`src/rtl/dcache_pkg.sv`:
```
// Shared types and constants for the direct-mapped data cache.
// FSM state encoding and funct3 access size/sign codes.
package dcache_pkg;

    typedef enum logic [1:0] {
        IDLE      = 2'd0,
        WRITEBACK = 2'd1,
        REFILL    = 2'd2
    } state_t;

    localparam logic [2:0] F3_B  = 3'b000;
    localparam logic [2:0] F3_H  = 3'b001;
    localparam logic [2:0] F3_W  = 3'b010;
    localparam logic [2:0] F3_BU = 3'b100;
    localparam logic [2:0] F3_HU = 3'b101;

endpackage

```
`src/rtl/dcache_lane_align.sv`:
```
// Byte-lane merge for stores and lane extract/extend for loads.
// Unlisted funct3 codes fall through to full-word behaviour.
module dcache_lane_align
    import dcache_pkg::*;
(
    input  logic [2:0]  funct3,
    input  logic [1:0]  byte_off,
    input  logic [31:0] old_word,
    input  logic [31:0] store_data,
    output logic [31:0] merged,
    output logic [31:0] load_data
);

    logic        is_b;
    logic        is_h;
    logic        uns;
    logic [7:0]  b;
    logic [15:0] h;

    // Decode access size and signedness
    always_comb begin
        is_b = (funct3 == F3_B) || (funct3 == F3_BU);
        is_h = (funct3 == F3_H) || (funct3 == F3_HU);
        uns  = (funct3 == F3_BU) || (funct3 == F3_HU);
    end

    // Store merge: replace only the addressed lanes
    always_comb begin
        merged = old_word;
        unique case (1'b1)
            is_b: merged[{byte_off, 3'b000} +: 8] = store_data[7:0];
            is_h: merged[{byte_off[1], 4'b0000} +: 16] = store_data[15:0];
            default: merged = store_data;
        endcase
    end

    // Load extract with sign or zero extension
    always_comb begin
        b = old_word[{byte_off, 3'b000} +: 8];
        h = old_word[{byte_off[1], 4'b0000} +: 16];
        unique case (1'b1)
            is_b: load_data = uns ? {24'b0, b} : {{24{b[7]}}, b};
            is_h: load_data = uns ? {16'b0, h} : {{16{h[15]}}, h};
            default: load_data = old_word;
        endcase
    end

endmodule

```
`src/rtl/dcache.sv`:
```
// Direct-mapped write-back, write-allocate data cache.
// Hits complete combinationally; misses write back then refill a line.
module dcache
    import dcache_pkg::*;
#(
    parameter int SETS           = 16,
    parameter int WORDS_PER_LINE = 4
) (
    input  logic        clk_i,
    input  logic        rst_i,
    input  logic [31:0] Addr_i,
    input  logic [31:0] WriteD_i,
    input  logic        Mread_i,
    input  logic        Mwrite_i,
    input  logic [2:0]  funct3_i,
    output logic [31:0] ReadD_o,
    output logic        DMemReady_o,
    output logic [31:0] MemAddr_o,
    output logic [31:0] MemWData_o,
    output logic        MemReq_o,
    output logic        MemWe_o,
    input  logic [31:0] MemRData_i,
    input  logic        MemAck_i
);

    localparam int OFF_W = $clog2(WORDS_PER_LINE);
    localparam int IDX_W = $clog2(SETS);
    localparam int TAG_W = 30 - OFF_W - IDX_W;

    logic [OFF_W-1:0] word;
    logic [IDX_W-1:0] idx;
    logic [TAG_W-1:0] tag;

    logic [SETS-1:0]  valid;
    logic [SETS-1:0]  dirty;
    logic [TAG_W-1:0] tag_arr  [SETS];
    logic [31:0]      data_arr [SETS][WORDS_PER_LINE];

    state_t           state;
    state_t           state_nx;
    logic [OFF_W-1:0] k;

    logic        req;
    logic        hit;
    logic        st_hit;
    logic        fill_last;
    logic [31:0] cur_word;
    logic [31:0] merged;
    logic [31:0] load_data;

    assign word = Addr_i[2 +: OFF_W];
    assign idx  = Addr_i[2 + OFF_W +: IDX_W];
    assign tag  = Addr_i[31 -: TAG_W];

    assign req       = Mread_i | Mwrite_i;
    assign hit       = valid[idx] && (tag_arr[idx] == tag);
    assign st_hit    = (state == IDLE) && Mwrite_i && hit;
    assign fill_last = (state == REFILL) && MemAck_i && (&k);
    assign cur_word  = data_arr[idx][word];

    dcache_lane_align u_align (
        .funct3     (funct3_i),
        .byte_off   (Addr_i[1:0]),
        .old_word   (cur_word),
        .store_data (WriteD_i),
        .merged     (merged),
        .load_data  (load_data)
    );

    // Next-state and all CPU/memory-side outputs
    always_comb begin
        state_nx    = state;
        DMemReady_o = 1'b0;
        ReadD_o     = 32'h0;
        MemReq_o    = 1'b0;
        MemWe_o     = 1'b0;
        MemAddr_o   = 32'h0;
        MemWData_o  = 32'h0;
        case (state)
            IDLE: begin
                if (!req) begin
                    DMemReady_o = 1'b1;
                end else if (hit) begin
                    DMemReady_o = 1'b1;
                    if (!Mwrite_i) ReadD_o = load_data;
                end else if (valid[idx] && dirty[idx]) begin
                    state_nx = WRITEBACK;
                end else begin
                    state_nx = REFILL;
                end
            end
            WRITEBACK: begin
                MemReq_o   = 1'b1;
                MemWe_o    = 1'b1;
                MemAddr_o  = {tag_arr[idx], idx, k, 2'b00};
                MemWData_o = data_arr[idx][k];
                if (MemAck_i && (&k)) state_nx = REFILL;
            end
            REFILL: begin
                MemReq_o  = 1'b1;
                MemAddr_o = {tag, idx, k, 2'b00};
                if (MemAck_i && (&k)) state_nx = IDLE;
            end
            default: state_nx = IDLE;
        endcase
    end

    // State register
    always_ff @(posedge clk_i) begin
        if (!rst_i) state <= IDLE;
        else        state <= state_nx;
    end

    // Transfer counter advances only on acknowledged transfers
    always_ff @(posedge clk_i) begin
        if (!rst_i)                          k <= '0;
        else if (state != IDLE && MemAck_i)  k <= k + 1'b1;
    end

    // Valid and dirty bits
    always_ff @(posedge clk_i) begin
        if (!rst_i) begin
            valid <= '0;
            dirty <= '0;
        end else if (st_hit) begin
            dirty[idx] <= 1'b1;
        end else if (fill_last) begin
            valid[idx] <= 1'b1;
            dirty[idx] <= 1'b0;
        end
    end

    // Data and tag arrays, not reset
    always_ff @(posedge clk_i) begin
        if (rst_i) begin
            if (st_hit) data_arr[idx][word] <= merged;
            if (state == REFILL && MemAck_i) data_arr[idx][k] <= MemRData_i;
            if (fill_last) tag_arr[idx] <= tag;
        end
    end

endmodule

```
`config.mk`:
```
export PLATFORM = sky130hd
export DESIGN_NAME = dcache
export DESIGN_NICKNAME = d
export VERILOG_FILES = /design/src/rtl/dcache_pkg.sv /design/src/rtl/dcache_lane_align.sv /design/src/rtl/dcache.sv
export SDC_FILE = /design/constraint.sdc
export NUM_CORES = 2
export LEC_CHECK = 0
export CORE_MARGIN = 4
export CORE_UTILIZATION = 60
export CTS_BUF_LIST = sky130_fd_sc_hd__clkbuf_4
export CTS_CLUSTER_DIAMETER = 80
export DETAILED_ROUTE_END_ITERATION = 6
export DONT_BUFFER_PORTS = 1
export GPL_TIMING_DRIVEN = 0
export PLACE_DENSITY_LB_ADDON = 0.05
export SYNTH_ARGS = -nofsm -noshare
export SYNTH_HDL_FRONTEND = slang
export SYNTH_SLANG_ARGS = --single-unit
```
`constraint.sdc`:
```
create_clock -name clk_i -period 5.24 [get_ports clk_i]
set_input_delay 0.262 -clock clk_i [delete_from_list [all_inputs] [get_ports clk_i]]
set_output_delay 0.262 -clock clk_i [all_outputs]
set_load 0.02 [all_outputs]
```
==> out/metrics.csv <==
metric,value,unit
Final ANT Viol Nets,0,
slowest CP cell,a22oi_1,
clk_lat worst skew,1.46,ns
switching share of power,24.76,%
Die ar.,171800,µm²
share of cells above drive strength 1,37.12,%
Finished Layout Cells,8340,
max-cap viol count,1,
DR vias,59580,
CP max FO,16,
Post-DP Area,104900,µm²
vias in the first global route,57050,
min-delay src,WriteD_i[24],
CP most frequent cell,buf_4,
Avg Vias per Cell,7.144,
worst slew pin tran,1.536,ns
Wirelength per Cell,42.02,µm
total number of placement rows,148,
post-synthesis register bit count,2468,
pwr dens,358.0,nW/µm²
Worst VDD drop,0.2950,mV
Final Worst Setup Slack,-0.2842,ns
Worst EP required,6.19,ns
Yosys warning count,0,
root buffer cell,clkbuf_4,
GR Overflow Total,0,
hpwl dp,235.5,mm
Layout Nets,5813,
total negative slack,-31.63,ns
"Reg clk slew, reported paths",0.07,ns
"Top FF cell, synth",edfxtp_1,
worst r2r src,tag_arr[13][10],
minimum clock period,5.524,ns
synthesized instance count,4744,
fill count,10170,
"EDFF count, synth",2432,
placed cells,7036,
sequential-to-total area share from yosys stat,74.41,%
Max Transition Viols Final,16,
share of the synthesized area in the top cell type,73.68,%
outcome,"finished, violations left",
top post-synthesis cells by area,"edfxtp_1 (74%), mux4_2 (16%), mux2i_1 (0.95%), nor2_1 (0.94%), a22oi_1 (0.88%)",
Setup crit start,Addr_i[5],
final instance area,115700,µm²
largest net degree at the start of global routing,23,
CP top delay family,buffers and inverters,
total CTS buffers,623,
drt total wl,350.5,mm
worst path cell trace,buf_2 -> clkbuf_4 -> buf_4 -> buf_4 -> buf_4 -> clkbuf_2 -> clkbuf_4 -> mux4_2 -> mux4_2 -> a22oi_1 -> nand2_1 -> a22oi_1 -> a21oi_1,
achievable frequency,181.0,MHz
count of unique library cells instantiated by Yosys,77,
clk_skew,0.1008,ns
failing checks,"DRC, capacitance limit, slew limit, setup timing",
P&R area growth vs syn,16.74,%
synthesized area,99110,µm²
CTS Sinks,2468,
Tcrit/Tclk final,105.4,%
most numerous cell in the Yosys netlist,edfxtp_1,
Initial Utilization,60.61,%
CTS tree,built,
Hold Crit Class,in2reg,
Synth area leader,edfxtp_1,
GP Congestion,1.062,
crit path kind,in2reg,
Setup crit end kind,flop,
critical path launch point type,primary input,
Slew HR,-2.376,%
TritonRoute pass-1 iters,7,
Synth async-reset ratio,0,%
clock share of power,37.9,%
Die H,414.4,µm
IO Port Bufs,0,
H-tree depth,6,
die width,414.4,µm
synthesized area per cell,20.89,µm²
Clock Tree Buf Depth,4,
endpoints failing hold,0,
most frequent cells after synthesis,"edfxtp_1 (2432), mux4_2 (720), nor2_1 (247), clkbuf_1 (176), a21oi_1 (169)",
WP buf/inv,7,
"slowest stage delay, CP",1.26,ns
initial antenna violation count,46,
core area,163500,µm²
data arrival time of the worst path,6.47,ns
power share of the sequential group,53.4,%
GRT Total Usage,40.84,%
I/O Pins,203,
Switch Pwr,10250,µW
initial DRC count,10990,
final hold slack,0.03159,ns
Leak,0.03732,µW
Gate power share,8.8,%
Final setup viols,366,
RSZ-0062 raised after global routing,yes,
Int Power,31160,µW
Remaining DRCs,6,
first-pass GRT wire length,470.9,mm
-- repair_timing --
action | 4_1_cts | 5_1_grt
cloned | 1 | 0
pin swaps | 26 | 20
gates resized for setup | 249 | 111
setup buffers | 40 | 28
endpoints found under the hold margin | 2505 | 213
hold buffers | 126 | 10
setup endpoints to repair | 3924 | 1696
-- registers in the layout (all words and copies together), names as in the netlist, named ones only --
signal,flops
data_arr,2048
state,2
tag_arr,384
k,2
valid,16
-- worst reg2reg max path, cell delays in order, from the launching register on --
cell and delay, ns:
edfxtp_1 0.40, mux4_2 0.47, mux2i_1 0.40, o2111a_1 0.39
nand4b_1 0.18, or4_1 0.60, nor4_4 0.30, buf_4 0.23
a31oi_2 0.35, buf_2 0.41, nor2_4 0.74, buf_12 0.32
-- through the flow --
step | power (µW) | setup slack (ns) | utilization, %
after floorplan | 24260 | 0.2120 | -
after global placement | 25570 | -5.119 | 62.28
after detailed placement | 25670 | -4.008 | 64.17
after CTS | 41230 | -0.3171 | 70.16
after global routing | 42710 | -0.2647 | 70.73
final | 41420 | -0.2842 | 70.76
-- metal layers --
layer	wire length [µm]	share of wire [%]	vias to the layer above	track usage, %
met5	101	0.029	-	0
met2	152300	43	5281	56.91
met1	119500	34	30730	55.12
met3	51890	15	1123	14.82
met4	26690	7.6	10	26.34
li1	-	-	22440	-
-- path summary, 6_finish.rpt --
check	endpoint	depth (start not counted)	slack, ns
worst max-delay path	data_arr[4][100]	13	-0.28
worst min-delay path	data_arr[2][24]	4	0.03
worst max register to register	data_arr[7][110]	11	0.05
worst min register to register	valid[7]	1	0.48
-- placed cells by master, fill, tap and decap left out, drive strengths merged, types with 18 or more instances in the layout --
cell type    instances
a21oi              169
a22o                18
a22oi              116
and2                47
buf                283
clkbuf            1071
clkinv             128
dfxtp               36
diode               60
dlygate4sd3        134
edfxtp            2432
inv                 35
mux2                56
mux2i               94
mux4               720
nand2              119
nand3               37
nor2               247
nor2b               33
nor3                30
o211ai              22
o21ai               60
o22ai               21
-- power by group through the flow --
stage,clock (µW),sequential [µW],combinational (µW)
3_3_place_gp,0,22500,3030
3_5_place_dp,0,22500,3130
5_1_grt,16900,22100,3690
6_report,15700,22100,3630
2_1_floorplan,0,22500,1740
4_1_cts,15700,22100,3390
-- cell families after synthesis --
logic type / count (synthesis) / synth area share, %
DFF: 2468 / 74.41
muxes: 870 / 17.95
and+or+nand+nor: 572 / 2.670
AOI/OAI and AO/OA: 500 / 3.295
buffers and inverters: 303 / 1.362
xor gates and xnor gates: 18 / 0.1591
adders and majority gates: 12 / 0.1515
other: 1 / 0.003784
-- final cells by class --
class,instances,area (µm²),share of cell area [%]
diodes,60,150.1,0.1298
well taps,2175,2721,2.352
clock inverters,153,760.7,0.6575
clock buffers,880,6606,5.710
plain buffers,285,1694,1.464
multi-input cells,1974,25360,21.92
flip-flops and latches,2468,73750,63.74
repair buffers,327,4594,3.971
inverters,18,67.56,0.05839
Note: power is estimated with default switching activity, not from simulation.
